### src/rtl/traffic_monitor_if.sv
// Lamp-line and status bundle between the traffic_light driver side (master) and traffic_monitor (slave).
// o_cycle_cnt is present only when TRAFFIC_MON_CYCLE_CNT_EN is defined.
interface traffic_monitor_if #(
  parameter int CNT_W = 8
);
  logic             i_ns_red;
  logic             i_ns_yellow;
  logic             i_ns_green;
  logic             i_ew_red;
  logic             i_ew_yellow;
  logic             i_ew_green;
  logic             i_fault_clr;
  logic [1:0]       o_phase;
  logic             o_phase_vld;
  logic             o_fault;
  logic [2:0]       o_fault_code;
  logic             o_force_flash;
  logic [CNT_W-1:0] o_dwell;
`ifdef TRAFFIC_MON_CYCLE_CNT_EN
  logic [15:0]      o_cycle_cnt;

  modport master (
    output i_ns_red, i_ns_yellow, i_ns_green, i_ew_red, i_ew_yellow, i_ew_green, i_fault_clr,
    input  o_phase, o_phase_vld, o_fault, o_fault_code, o_force_flash, o_dwell, o_cycle_cnt
  );
  modport slave (
    input  i_ns_red, i_ns_yellow, i_ns_green, i_ew_red, i_ew_yellow, i_ew_green, i_fault_clr,
    output o_phase, o_phase_vld, o_fault, o_fault_code, o_force_flash, o_dwell, o_cycle_cnt
  );
`else
  modport master (
    output i_ns_red, i_ns_yellow, i_ns_green, i_ew_red, i_ew_yellow, i_ew_green, i_fault_clr,
    input  o_phase, o_phase_vld, o_fault, o_fault_code, o_force_flash, o_dwell
  );
  modport slave (
    input  i_ns_red, i_ns_yellow, i_ns_green, i_ew_red, i_ew_yellow, i_ew_green, i_fault_clr,
    output o_phase, o_phase_vld, o_fault, o_fault_code, o_force_flash, o_dwell
  );
`endif
endinterface

### src/rtl/traffic_monitor.sv
// Lamp-side conflict monitor: decodes lamps into a phase, checks encoding/order/dwell, latches a fault.
// Optional completed-cycle counter enabled by TRAFFIC_MON_CYCLE_CNT_EN.
module traffic_monitor #(
  parameter int CNT_W      = 8,
  parameter int MIN_GREEN  = 16,
  parameter int MIN_YELLOW = 3,
  parameter int MAX_YELLOW = 8
) (
  input  logic             i_clk,
  input  logic             i_rst_n,
  traffic_monitor_if.slave mon
);
  typedef enum logic [1:0] {ST_INIT = 2'd0, ST_RUN = 2'd1, ST_FAULT = 2'd2} state_t;

  localparam logic [1:0]       PH_EW_Y    = 2'd3;
  localparam logic [2:0]       FC_NONE    = 3'd0;
  localparam logic [2:0]       FC_COMBO   = 3'd1;
  localparam logic [2:0]       FC_ORDER   = 3'd2;
  localparam logic [2:0]       FC_SHORT_G = 3'd3;
  localparam logic [2:0]       FC_SHORT_Y = 3'd4;
  localparam logic [2:0]       FC_Y_TMO   = 3'd5;
  localparam logic [CNT_W:0]   MIN_G_W    = MIN_GREEN[CNT_W:0];
  localparam logic [CNT_W:0]   MIN_Y_W    = MIN_YELLOW[CNT_W:0];
  localparam logic [CNT_W-1:0] MAX_Y_W    = MAX_YELLOW[CNT_W-1:0];
  localparam logic [CNT_W-1:0] DWELL_MAX  = {CNT_W{1'b1}};

  // Lamp vector order {ns_r, ns_y, ns_g, ew_r, ew_y, ew_g}; returns {legal, phase}.
  function automatic logic [2:0] decode_lamps(input logic [5:0] l);
    case (l)
      6'b001100: decode_lamps = 3'b100;
      6'b010100: decode_lamps = 3'b101;
      6'b100001: decode_lamps = 3'b110;
      6'b100010: decode_lamps = 3'b111;
      default:   decode_lamps = 3'b000;
    endcase
  endfunction

  logic [5:0]       lamp_q;
  state_t           state_q, state_d;
  logic [1:0]       phase_q, phase_d;
  logic             vld_q, vld_d;
  logic             fault_q, fault_d;
  logic [2:0]       code_q, code_d;
  logic [CNT_W-1:0] dwell_q, dwell_d;
  logic             first_q, first_d;
`ifdef TRAFFIC_MON_CYCLE_CNT_EN
  logic [15:0]      cycle_cnt_q, cycle_cnt_d;
`endif

  logic [2:0]       dec_s;
  logic             legal_s;
  logic [1:0]       lamp_ph_s;
  logic [1:0]       next_ph_s;
  logic             change_s;
  logic [CNT_W:0]   dwell_p1_s;
  logic [CNT_W-1:0] dwell_sat_s;
  logic [2:0]       run_code_s;

  assign dec_s       = decode_lamps(lamp_q);
  assign legal_s     = dec_s[2];
  assign lamp_ph_s   = dec_s[1:0];
  assign next_ph_s   = phase_q + 2'd1;
  assign change_s    = (lamp_ph_s != phase_q);
  assign dwell_p1_s  = {1'b0, dwell_q} + {{CNT_W{1'b0}}, 1'b1};
  assign dwell_sat_s = (dwell_q == DWELL_MAX) ? dwell_q : dwell_q + {{(CNT_W-1){1'b0}}, 1'b1};

  // Lamp input register: every decision works on last cycle's lamps.
  always_ff @(posedge i_clk or negedge i_rst_n) begin
    if (!i_rst_n) begin
      lamp_q <= 6'd0;
    end else begin
      lamp_q <= {mon.i_ns_red, mon.i_ns_yellow, mon.i_ns_green,
                 mon.i_ew_red, mon.i_ew_yellow, mon.i_ew_green};
    end
  end

  // Fault classification in RUN; branch order gives priority 1 > 2 > 3 > 4 > 5 (phase_q[0] marks yellow).
  always_comb begin
    run_code_s = FC_NONE;
    if (!legal_s) begin
      run_code_s = FC_COMBO;
    end else if (change_s && (lamp_ph_s != next_ph_s)) begin
      run_code_s = FC_ORDER;
    end else if (change_s && !first_q && !phase_q[0] && (dwell_p1_s < MIN_G_W)) begin
      run_code_s = FC_SHORT_G;
    end else if (change_s && !first_q && phase_q[0] && (dwell_p1_s < MIN_Y_W)) begin
      run_code_s = FC_SHORT_Y;
    end else if (phase_q[0] && (dwell_sat_s > MAX_Y_W)) begin
      run_code_s = FC_Y_TMO;
    end else begin
      run_code_s = FC_NONE;
    end
  end

  // State and output register.
  always_ff @(posedge i_clk or negedge i_rst_n) begin
    if (!i_rst_n) begin
      state_q     <= ST_INIT;
      phase_q     <= 2'd0;
      vld_q       <= 1'b0;
      fault_q     <= 1'b0;
      code_q      <= FC_NONE;
      dwell_q     <= {CNT_W{1'b0}};
      first_q     <= 1'b0;
`ifdef TRAFFIC_MON_CYCLE_CNT_EN
      cycle_cnt_q <= 16'd0;
`endif
    end else begin
      state_q     <= state_d;
      phase_q     <= phase_d;
      vld_q       <= vld_d;
      fault_q     <= fault_d;
      code_q      <= code_d;
      dwell_q     <= dwell_d;
      first_q     <= first_d;
`ifdef TRAFFIC_MON_CYCLE_CNT_EN
      cycle_cnt_q <= cycle_cnt_d;
`endif
    end
  end

  // Next-state logic.
  always_comb begin
    state_d = state_q;
    case (state_q)
      ST_INIT:  state_d = legal_s ? ST_RUN : ST_INIT;
      ST_RUN:   state_d = (run_code_s != FC_NONE) ? ST_FAULT : ST_RUN;
      ST_FAULT: state_d = (mon.i_fault_clr && legal_s) ? ST_INIT : ST_FAULT;
      default:  state_d = ST_INIT;
    endcase
  end

  // Output next values; FAULT holds everything, including the dwell count.
  always_comb begin
    phase_d     = phase_q;
    vld_d       = vld_q;
    fault_d     = fault_q;
    code_d      = code_q;
    dwell_d     = dwell_q;
    first_d     = first_q;
`ifdef TRAFFIC_MON_CYCLE_CNT_EN
    cycle_cnt_d = cycle_cnt_q;
`endif
    case (state_q)
      ST_INIT: begin
        if (legal_s) begin
          phase_d = lamp_ph_s;
          vld_d   = 1'b1;
          dwell_d = {CNT_W{1'b0}};
          first_d = 1'b1;
        end else begin
          vld_d   = 1'b0;
        end
      end
      ST_RUN: begin
        if (run_code_s != FC_NONE) begin
          fault_d = 1'b1;
          code_d  = run_code_s;
          vld_d   = 1'b0;
        end else if (change_s) begin
          phase_d = lamp_ph_s;
          dwell_d = {CNT_W{1'b0}};
          first_d = 1'b0;
`ifdef TRAFFIC_MON_CYCLE_CNT_EN
          if (phase_q == PH_EW_Y) begin
            cycle_cnt_d = cycle_cnt_q + 16'd1;
          end else begin
            cycle_cnt_d = cycle_cnt_q;
          end
`endif
        end else begin
          dwell_d = dwell_sat_s;
        end
      end
      ST_FAULT: begin
        if (mon.i_fault_clr && legal_s) begin
          fault_d = 1'b0;
          code_d  = FC_NONE;
        end else begin
          fault_d = 1'b1;
        end
      end
      default: begin
        vld_d = 1'b0;
      end
    endcase
  end

  assign mon.o_phase       = phase_q;
  assign mon.o_phase_vld   = vld_q;
  assign mon.o_fault       = fault_q;
  assign mon.o_fault_code  = code_q;
  assign mon.o_force_flash = fault_q;
  assign mon.o_dwell       = dwell_q;
`ifdef TRAFFIC_MON_CYCLE_CNT_EN
  assign mon.o_cycle_cnt   = cycle_cnt_q;
`endif

endmodule

### src/flat_wrapper.sv
// flat-port wrapper written by rule: the top's interface ports become plain ports
module traffic_monitor_flat 
#(
  parameter int CNT_W      = 8,
  parameter int MIN_GREEN  = 16,
  parameter int MIN_YELLOW = 3,
  parameter int MAX_YELLOW = 8
)
  (i_clk, i_rst_n, mon_i_ns_red, mon_i_ns_yellow, mon_i_ns_green, mon_i_ew_red, mon_i_ew_yellow, mon_i_ew_green, mon_i_fault_clr, mon_o_phase, mon_o_phase_vld, mon_o_fault, mon_o_fault_code, mon_o_force_flash, mon_o_dwell);
  traffic_monitor_if #(.CNT_W(CNT_W)) mon_i ();
  input  logic i_clk;
  input  logic i_rst_n;
  input wire logic [$bits(mon_i.i_ns_red)-1:0] mon_i_ns_red;
  input wire logic [$bits(mon_i.i_ns_yellow)-1:0] mon_i_ns_yellow;
  input wire logic [$bits(mon_i.i_ns_green)-1:0] mon_i_ns_green;
  input wire logic [$bits(mon_i.i_ew_red)-1:0] mon_i_ew_red;
  input wire logic [$bits(mon_i.i_ew_yellow)-1:0] mon_i_ew_yellow;
  input wire logic [$bits(mon_i.i_ew_green)-1:0] mon_i_ew_green;
  input wire logic [$bits(mon_i.i_fault_clr)-1:0] mon_i_fault_clr;
  output wire logic [$bits(mon_i.o_phase)-1:0] mon_o_phase;
  output wire logic [$bits(mon_i.o_phase_vld)-1:0] mon_o_phase_vld;
  output wire logic [$bits(mon_i.o_fault)-1:0] mon_o_fault;
  output wire logic [$bits(mon_i.o_fault_code)-1:0] mon_o_fault_code;
  output wire logic [$bits(mon_i.o_force_flash)-1:0] mon_o_force_flash;
  output wire logic [$bits(mon_i.o_dwell)-1:0] mon_o_dwell;
  assign mon_i.i_ns_red = mon_i_ns_red;
  assign mon_i.i_ns_yellow = mon_i_ns_yellow;
  assign mon_i.i_ns_green = mon_i_ns_green;
  assign mon_i.i_ew_red = mon_i_ew_red;
  assign mon_i.i_ew_yellow = mon_i_ew_yellow;
  assign mon_i.i_ew_green = mon_i_ew_green;
  assign mon_i.i_fault_clr = mon_i_fault_clr;
  assign mon_o_phase = mon_i.o_phase;
  assign mon_o_phase_vld = mon_i.o_phase_vld;
  assign mon_o_fault = mon_i.o_fault;
  assign mon_o_fault_code = mon_i.o_fault_code;
  assign mon_o_force_flash = mon_i.o_force_flash;
  assign mon_o_dwell = mon_i.o_dwell;
  traffic_monitor #(.CNT_W(CNT_W), .MIN_GREEN(MIN_GREEN), .MIN_YELLOW(MIN_YELLOW), .MAX_YELLOW(MAX_YELLOW)) u_core (.i_clk(i_clk), .i_rst_n(i_rst_n), .mon(mon_i));
endmodule
### config.mk
export PLATFORM = sky130hd
export DESIGN_NAME = traffic_monitor_flat
export DESIGN_NICKNAME = d
export VERILOG_FILES = /design/src/rtl/traffic_monitor_if.sv /design/src/rtl/traffic_monitor.sv /design/src/flat_wrapper.sv
export SDC_FILE = /design/constraint.sdc
export NUM_CORES = 1
export LEC_CHECK = 0
export CORE_ASPECT_RATIO = 1.1
export CORE_MARGIN = 4
export CORE_UTILIZATION = 51
export DETAILED_ROUTE_END_ITERATION = 12
export PLACE_DENSITY = 0.77
export SLEW_MARGIN = 10
export SYNTH_ARGS = -nofsm -noshare
export SYNTH_HDL_FRONTEND = slang
export SYNTH_SLANG_ARGS = --single-unit
### constraint.sdc
create_clock -name i_clk -period 6.2 [get_ports i_clk]
set_input_delay 1.24 -clock i_clk [delete_from_list [all_inputs] [get_ports i_clk]]
set_output_delay 1.24 -clock i_clk [all_outputs]
set_load 0.005 [all_outputs]
==> flow_metrics.py, run 1 <==
metrics = {
    "final_layout": {
        "area_delta_synth_final_pct": 17.81,
        "post-route-util_pct": 64.69,
        "final_cells": 225,
        "diodes": 0,
        "fin_nets": 207,
        "drive_gt1_share_pct": 9.375,
        "design_area_mm2": 0.001846,
        "nFillCells": 243,
    },
    "floorplan": {
        "die_area_mm2": 0.004023,
        "ios": 25,
        "start_util_pct": 54.91,
        "core-area_mm2": 0.002853,
        "row_count": 20,
        "die_w_um": 60.84,
        "fp.dieH_um": 66.13,
    },
    "route": {
        "avgRoutedWirePerCell_um": 15.30,
        "dr.pass1.iters": 5,
        "antenna_left": 0,
        "drc_errors": 0,
        "first_iter_violations": 122,
        "vias_per_cell": 6.267,
        "vias": 1410,
        "routed_wl_um": 3442,
    },
    "timing": {
        "setup_violations": 0,
        "hold_viol": 0,
        "period_share_pct": 45.72,
        "max_freq_mhz": 352.8,
        "slew_violations": 0,
        "whs_ns": 0.5233,
        "clock_skew_ns": 0.007604,
        "relSlewSlack_pct": 29.52,
        "worst_pin_slew_ns": 1.054,
        "timing.final.crit_period_ns": 2.834,
        "fin_tns_setup_ns": 0,
        "grt_setup_unrepaired": "false",
        "setup_ws_ns": 3.366,
    },
    "clock_tree": {
        "cts_buffer_depth": 2,
        "clkLatencyLatePin_ns": 0.32,
        "cts_tree": "done",
        "clkSinkCount": 24,
        "ctsResizeCount": 0,
        "root_buffer": "clkbuf_4",
        "htreeDepth": 1,
        "numCtsBuffers": 3,
        "post_cts_buffers": 0,
        "cts_hold_buf": 0,
        "clkTransAtPathRegs_ns": 0.13,
    },
    "global_routing": {
        "grt_pass1_wl_um": 5865,
        "grt_usage_pct": 18.88,
        "grt_pass1_vias": 1394,
        "grt_max_degree": 25,
        "antenna_found_initial": 0,
        "grt_overflow": 0,
    },
    "synth": {
        "syn_inst": 169,
        "ys_async_sr_fraction_pct": 100.0,
        "yosys_warnings": 0,
        "synth-seq-cells": 24,
        "ys_types": 55,
        "synth-edff-count": 0,
        "ys.flop_type": "dfrtp_1",
        "yosysSeqAreaShare_pct": 38.34,
        "syn_avg_cell_area_um2": 9.269,
        "netlist_area_mm2": 0.001567,
        "syn-num-nets": 183,
    },
    "power": {
        "p_leak_nw": 0.7443,
        "p_per_area_mw_per_mm2": 202.1,
        "ir_drop_v": 0.0001471,
        "power.total_mw": 0.3730,
    },
    "placed_design": {
        "pre_cts_ws_ns": 3.393,
        "io_buffers": 24,
        "placed_area_mm2": 0.001809,
        "dpl.hpwl_um": 2536,
        "routabilityCongestion": 0.9662,
        "dp.cells": 221,
    },
    "flow_run": {
        "maxCapViolations": 0,
    },
    "worst_setup_path": {
        "critical_path_arrival_ns": 3.04,
        "startpoint_type": "flip-flop",
        "crit_type": "flip-flop to flip-flop",
        "cp_data_required_time_ns": 6.41,
        "end_kind": "flip-flop",
        "timing.rr.start": "u_core.mon.o_dwell[1]",
        "cp-startpoint": "u_core.mon.o_dwell[1]",
        "path_max_fanout": 18,
    },
    "hold_path": {
        "min_path_type": "flip-flop to flip-flop",
        "worstHoldStart": "u_core.mon.o_fault_code[1]",
    },
    "status": {
        "status": "complete, no violations",
    },
}
-- registers in the layout (all words and copies together) (netlist names) --
register and flops:
u_core.mon.o_dwell 8, u_core.lamp_q 6, u_core.mon.o_fault_code 3, u_core.mon.o_phase 2, u_core.state_q 2, u_core.first_q 1, u_core.mon.o_fault 1, u_core.mon.o_phase_vld 1
-- placed cells by master (no fill, tap or decap), drive strengths merged, types with 2 or more instances in the layout --
cell type,instances
a211oi,3
a21boi,3
a21o,3
a21oi,21
a32o,2
and2,5
and3,3
clkbuf,4
clkdlybuf4s50,24
dfrtp,24
ha,5
inv,11
mux2i,2
nand2,13
nand2b,2
nand3,8
nor2,7
nor3,6
nor4,2
nor4b,2
o21a,4
o21ai,11
o31ai,2
or2,2
xor2,2
-- cells in the mapped netlist (2+ instances only) --
cell type / number / area [um2]
dfrtp_1: 24 / 600.6
inv_1: 11 / 41.29
nand2_1: 13 / 48.80
mux2i_1: 2 / 20.02
nor2_1: 6 / 22.52
and3_1: 3 / 18.77
o21a_1: 4 / 30.03
o21ai_1: 2 / 10.01
nor4_1: 2 / 12.51
or2_2: 2 / 12.51
nand2b_1: 2 / 12.51
a32o_1: 2 / 20.02
a211oi_1: 2 / 15.01
a21o_1: 2 / 15.01
nor3_1: 5 / 25.02
nand3_1: 8 / 40.04
a21boi_0: 2 / 15.01
xor2_1: 2 / 17.52
o31ai_1: 2 / 15.01
buf_6: 2 / 22.52
ha_1: 5 / 62.56
a21oi_1: 21 / 105.1
and2_1: 5 / 31.28
o21ai_0: 9 / 45.04
-- layout make-up --
type,count,area [um2],area share (%)
inverters,11,41.29,2.237
multi-input cells,129,885.9,48.00
repair buffers,24,240.2,13.02
well taps,33,41.29,2.237
clock buffers,4,36.28,1.966
flip-flops and latches,24,600.6,32.54
-- logic make-up after synthesis --
family                   share of synthesized area, %
XOR/XNOR                                        1.678
AND/OR/NAND/NOR                                 20.37
multiplexers                                    1.997
AO/OA/AOI/OAI                                   28.51
adder cells (fa/ha/maj)                         3.994
buffers and inverters                           5.111
flip-flops                                      38.34
-- where the power goes --
part	switching [mW]	leakage, nW	internal, mW
Clock	0.0475	0.0210	0.0359
Combinational	0.0613	0.419	0.0484
Sequential	0.0118	0.305	0.168
-- worst max-delay path: stages (launching register included) --
cell	delay, ns
dfrtp_1	0.46
ha_1	0.34
o21ba_2	0.21
a311oi_1	0.24
o211a_1	0.25
o221ai_2	0.15
a221oi_4	0.70
a21boi_2	0.29
mux2i_1	0.09
-- per-layer routing --
metal | part of all wire (%) | wire length [um] | GRT usage (%)
met1 | 42 | 1460 | 24.11
met2 | 50 | 1733 | 31.42
met4 | 1.6 | 54 | 7.859
met3 | 5.6 | 193 | 2.539
met5 | 0 | 0 | 0
-- worst paths after layout --
path	to	slack [ns]	cells after the start
worst min-delay path	u_core.mon.o_fault_code[1]	0.52	1
min in group asynchronous	u_core.mon.o_dwell[4]	1.48	1
worst max register to register	u_core.mon.o_dwell[0]	3.37	8
worst min register to register	u_core.mon.o_fault_code[1]	0.52	1
worst max-delay path	u_core.mon.o_dwell[0]	3.37	8
max in group asynchronous	u_core.mon.o_fault_code[1]	4.09	1
No activity file was read; power rests on OpenSTA's default activity.
==> run 2, diff against run 1 <==
- clock period: 6.2 -> 2.9 ns (I/O delays scaled with it)
==> run 2 against run 1 <==
- cell count rose by 1.8%
- non-clock buffer count rose by 4
- sequential share of layout area fell by 0.52 points
- via count fell by 0.57%
- wire length rose by 1.9%
- largest cell class unchanged
- count of clock-buffer cells in the layout did not move
- first-iteration DRC count rose by 9.0%
- clock power rose by 110%
- hold slack got worse by 0.0045 ns
- sequential power rose by 110%
==> flow_metrics.py, run 2 (synthesis results as in run 1) <==
metrics = {
    "status": {
        "status": "complete, no violations",
    },
    "timing": {
        "relSlewSlack_pct": 62.43,
        "fin_tns_setup_ns": 0,
        "grt_setup_unrepaired": "false",
        "setup_violations": 0,
        "setup_ws_ns": 0.3643,
        "timing.final.crit_period_ns": 2.536,
        "max_freq_mhz": 394.4,
        "clock_skew_ns": 0.006781,
        "hold_viol": 0,
        "worst_pin_slew_ns": 0.5614,
        "slew_violations": 0,
        "period_share_pct": 87.44,
    },
    "clock_tree": {
        "clkSinkCount": 24,
        "cts_tree": "done",
        "numCtsBuffers": 3,
        "cts_buffer_depth": 2,
        "root_buffer": "clkbuf_4",
        "htreeDepth": 1,
        "clkTransAtPathRegs_ns": 0.13,
        "clkLatencyLatePin_ns": 0.32,
    },
    "power": {
        "p_leak_nw": 0.7653,
        "p_per_area_mw_per_mm2": 426.1,
        "power.total_mw": 0.7991,
        "ir_drop_v": 0.0003767,
    },
    "hold_path": {
        "min_path_type": "flip-flop to flip-flop",
        "hold_depth": 1,
    },
    "worst_setup_path": {
        "cp_data_required_time_ns": 3.14,
        "path_max_fanout": 8,
        "reg2regPathDepth": 7,
        "critical_path_arrival_ns": 2.78,
        "crit_type": "flip-flop to flip-flop",
        "end_kind": "flip-flop",
        "startpoint_type": "flip-flop",
    },
    "placed_design": {
        "dpl.hpwl_um": 2647,
        "io_buffers": 24,
        "pre_cts_ws_ns": 0.2596,
        "routabilityCongestion": 0.9334,
        "dp.cells": 223,
    },
    "route": {
        "avgRoutedWirePerCell_um": 15.31,
        "antenna_left": 0,
        "dr.pass1.iters": 4,
        "vias": 1402,
        "drc_errors": 0,
        "first_iter_violations": 133,
        "vias_per_cell": 6.122,
        "routed_wl_um": 3507,
    },
    "flow_run": {
        "maxCapViolations": 0,
    },
    "floorplan": {
        "ios": 25,
        "row_count": 20,
        "die_w_um": 60.84,
        "die_area_mm2": 0.004023,
        "fp.dieH_um": 66.13,
        "core-area_mm2": 0.002853,
        "start_util_pct": 54.91,
    },
    "final_layout": {
        "largest_reg_flops": 8,
        "area_delta_synth_final_pct": 19.73,
        "final_cells": 229,
        "drive_gt1_share_pct": 11.22,
        "post-route-util_pct": 65.75,
        "fin_nets": 211,
        "diodes": 0,
        "layout_common_cells": "24 x clkdlybuf4s50_1, 24 x dfrtp_1, 21 x a21oi_1",
    },
    "global_routing": {
        "grt_overflow": 0,
        "grt_pass1_vias": 1414,
        "grt_max_degree": 25,
        "grt_usage_pct": 19.90,
        "antenna_found_initial": 0,
        "grt_pass1_wl_um": 6106,
    },
}
run 2: cell count changes in the layout (fill, tap and decap cells not counted), sizes merged:
cell,delta
buf,+4
run 2: worst max-delay path: stages (launching register included):
cell      delay [ns]
dfrtp_1         0.46
nor4bb_1        0.37
o21ai_0         0.19
a211oi_2        0.39
nand2_1         0.19
nor2_1          0.48
nand3_1         0.19
o22ai_1         0.19
run 2: what timing repair did:
action,CTS,global route
setup buffers,0,2
resized for setup,0,0
hold buffers,0,0
setup endpoints to repair,0,3
run 2: final cells by class:
| cell class | instances | area [um2] |
|---|---|---|
| Sequential cell | 24 | 600.6 |
| Multi-Input combinational cell | 129 | 885.9 |
| Inverter | 11 | 41.29 |
| Clock buffer | 4 | 36.28 |
| Timing Repair Buffer | 28 | 270.3 |
| Tap cell | 33 | 41.29 |
| Fill cell | 229 | 977.2 |
run 2: report_power, final:
| part | internal [mW] | switching, mW | leakage (nW) | total (mW) |
|---|---|---|---|---|
| Clock | 0.0767 | 0.0990 | 0.0210 | 0.176 |
| Combinational | 0.109 | 0.131 | 0.440 | 0.240 |
| Sequential | 0.359 | 0.0242 | 0.305 | 0.383 |
run 2: per-layer routing:
| layer | up-vias | track usage [%] | routed length [um] |
|---|---|---|---|
| met1 | 659 | 23.44 | 1451 |
| met3 | 6 | 2.930 | 194 |
| met4 | 0 | 9.756 | 66 |
| met5 | - | 0 | 0 |
| met2 | 54 | 34.36 | 1795 |
| li1 | 683 | - | - |
run 2: metrics by stage:
step	instance area [um2]	hold slack, ns
final	1876	0.5188
after global routing	1876	0.5472
after CTS	1861	0.5179
after detailed placement	1824	0.4913
after global placement	1824	0.4840
after floorplan	1567	0.2844
run 2: worst paths after layout:
path | startpoint | end | slack, ns
worst max register to register | u_core.lamp_q[4] | u_core.mon.o_dwell[1] | 0.36
worst max-delay path | u_core.lamp_q[4] | u_core.mon.o_dwell[1] | 0.36
worst min register to register | u_core.mon.o_fault_code[1] | u_core.mon.o_fault_code[1] | 0.52
min in group asynchronous | i_rst_n | u_core.mon.o_dwell[3] | 0.60
max in group asynchronous | i_rst_n | u_core.mon.o_phase_vld | 2.06
worst min-delay path | u_core.mon.o_fault_code[1] | u_core.mon.o_fault_code[1] | 0.52
==> run 3, diff against run 2 <==
- CORE_ASPECT_RATIO: 1.1 -> 1.75
- TNS_END_PERCENT: not set -> 30
==> run 3 against run 2 <==
- maximum frequency decreased by 7.2%
- sequential share of layout area increased by 0.28 points
- critical path type unchanged
- highest routed layer unchanged
- sequential power about the same
- combinational power increased by 2%
- flip-flop and latch count unchanged
- hold slack got worse by 0.0066 ns
- largest cell class unchanged
- critical path depth increased by 2
- largest power group unchanged
==> flow_metrics.py, run 3 (synthesis results as in run 1) <==
metrics = {
    "status": {
        "status": "complete, no violations",
    },
    "final_layout": {
        "nFillCells": 228,
        "post-route-util_pct": 63.50,
        "diodes": 0,
        "drive_gt1_share_pct": 9.845,
        "layout_common_cells": "24 x clkdlybuf4s50_1, 24 x dfrtp_1, 21 x a21oi_1",
        "ff_latch_area_um2": 600.6,
        "multi_input_area_um2": 885.9,
        "area_delta_synth_final_pct": 18.69,
        "largest_reg_flops": 8,
        "fin_nets": 209,
    },
    "route": {
        "routed_wl_um": 3744,
        "first_iter_violations": 48,
        "avgRoutedWirePerCell_um": 16.94,
        "antenna_left": 0,
        "vias_per_cell": 6.588,
        "drc_errors": 0,
        "dr.pass1.iters": 4,
        "vias": 1456,
    },
    "global_routing": {
        "grt_pass1_wl_um": 6341,
        "grt_max_degree": 25,
        "grt_usage_pct": 20.12,
        "antenna_found_initial": 0,
        "grt_overflow": 0,
        "grt_pass1_vias": 1470,
    },
    "worst_setup_path": {
        "cpMostUsedCell": "a21oi_1",
        "cpPeakStageDelay_ns": 0.53,
        "crit_buf_inv": 1,
        "worstSetupPathDepth": 9,
        "cp_data_required_time_ns": 3.10,
        "worstPathCellList": "ha_1 > o21ba_2 > a311oi_1 > o211a_1 > o221ai_2 > a221oi_4 > buf_4 > a21oi_1 > a21oi_1",
        "crit_path_top_delay_cell": "a221oi_4",
        "crit_type": "flip-flop to flip-flop",
        "crit_family": "compound AO/OA/AOI/OAI gates",
        "critical_path_arrival_ns": 2.93,
        "path_max_fanout": 11,
        "end_kind": "flip-flop",
        "reg2regPathDepth": 9,
        "startpoint_type": "flip-flop",
    },
    "power": {
        "ir_drop_v": 0.0004625,
        "p_per_area_mw_per_mm2": 445.5,
        "p_leak_nw": 0.7551,
    },
    "floorplan": {
        "start_util_pct": 53.50,
        "fp.dieH_um": 81.32,
        "die_w_um": 49.90,
        "row_count": 26,
        "core-area_mm2": 0.002928,
        "die_area_mm2": 0.004057,
        "ios": 25,
    },
    "timing": {
        "clock_skew_ns": 0.006557,
        "timing.final.crit_period_ns": 2.732,
        "worst_pin_slew_ns": 0.5618,
        "relSlewSlack_pct": 62.41,
        "setup_violations": 0,
        "max_freq_mhz": 366.0,
        "hold_viol": 0,
        "slew_violations": 0,
        "fin_tns_setup_ns": 0,
        "period_share_pct": 94.21,
        "grt_setup_unrepaired": "false",
    },
    "clock_tree": {
        "numCtsBuffers": 3,
        "ctsResizeCount": 0,
        "clkLatencyLatePin_ns": 0.27,
        "clkSinkCount": 24,
        "cts_hold_buf": 0,
        "cts_tree": "done",
        "root_buffer": "clkbuf_8",
        "post_cts_buffers": 0,
        "clkTransAtPathRegs_ns": 0.09,
        "cts_buffer_depth": 2,
        "htreeDepth": 1,
    },
    "placed_design": {
        "dpl.hpwl_um": 2879,
        "routabilityCongestion": 0.8219,
        "io_buffers": 24,
    },
    "hold_path": {
        "hold_depth": 1,
        "min_path_type": "flip-flop to flip-flop",
    },
    "flow_run": {
        "maxCapViolations": 0,
    },
}
[run 3: cell types whose count changed in the layout (fill, tap and decap cells not counted)]
cell      before  now
clkbuf_4       3    0
clkbuf_8       1    3
buf_4          4    2
[run 3: worst paths after layout]
| check | to | startpoint | slack (ns) |
|---|---|---|---|
| setup reg to reg | u_core.mon.o_dwell[4] | u_core.mon.o_dwell[0] | 0.17 |
| setup / recovery | u_core.mon.o_dwell[4] | u_core.mon.o_dwell[0] | 0.17 |
| min in group asynchronous | u_core.mon.o_dwell[4] | i_rst_n | 0.67 |
| max in group asynchronous | u_core.lamp_q[3] | i_rst_n | 1.99 |
| hold reg to reg | u_core.mon.o_fault_code[1] | u_core.mon.o_fault_code[1] | 0.51 |
| hold / removal | u_core.mon.o_fault_code[1] | u_core.mon.o_fault_code[1] | 0.51 |
[run 3: layer usage]
metal	wire, um	track usage (%)
met4	163	13.02
met5	0	0
met2	2075	39.39
met3	176	3.303
met1	1328	18.56
[run 3: cell type report]
| cell class | count | area share [%] |
|---|---|---|
| clock buffers | 3 | 2.221 |
| inverters | 11 | 2.221 |
| multi-input cells | 129 | 47.64 |
| flip-flops and latches | 24 | 32.30 |
| well taps | 28 | 1.884 |
| repair buffers | 26 | 13.73 |
[run 3: report_power, final]
group	switching [mW]	internal [mW]	leakage, nW
Combinational	0.137	0.106	0.429
Clock	0.107	0.0931	0.0216
Sequential	0.0257	0.359	0.305
[run 3: stage by stage]
step | instances | hold slack (ns) | setup slack (ns) | total power [mW] | instance area (um2)
4_1_cts | 221 | 0.5154 | 0.2083 | 0.8259 | 1859
3_3_place_gp | 218 | 0.4846 | 0.3500 | 0.6172 | 1818
3_5_place_dp | 218 | 0.4918 | 0.2228 | 0.6311 | 1818
6_report | 221 | 0.5121 | 0.1679 | 0.8283 | 1859
2_1_floorplan | 169 | 0.2844 | 0.5325 | 0.5441 | 1567
5_1_grt | 221 | 0.5382 | 0.05783 | 0.8700 | 1859
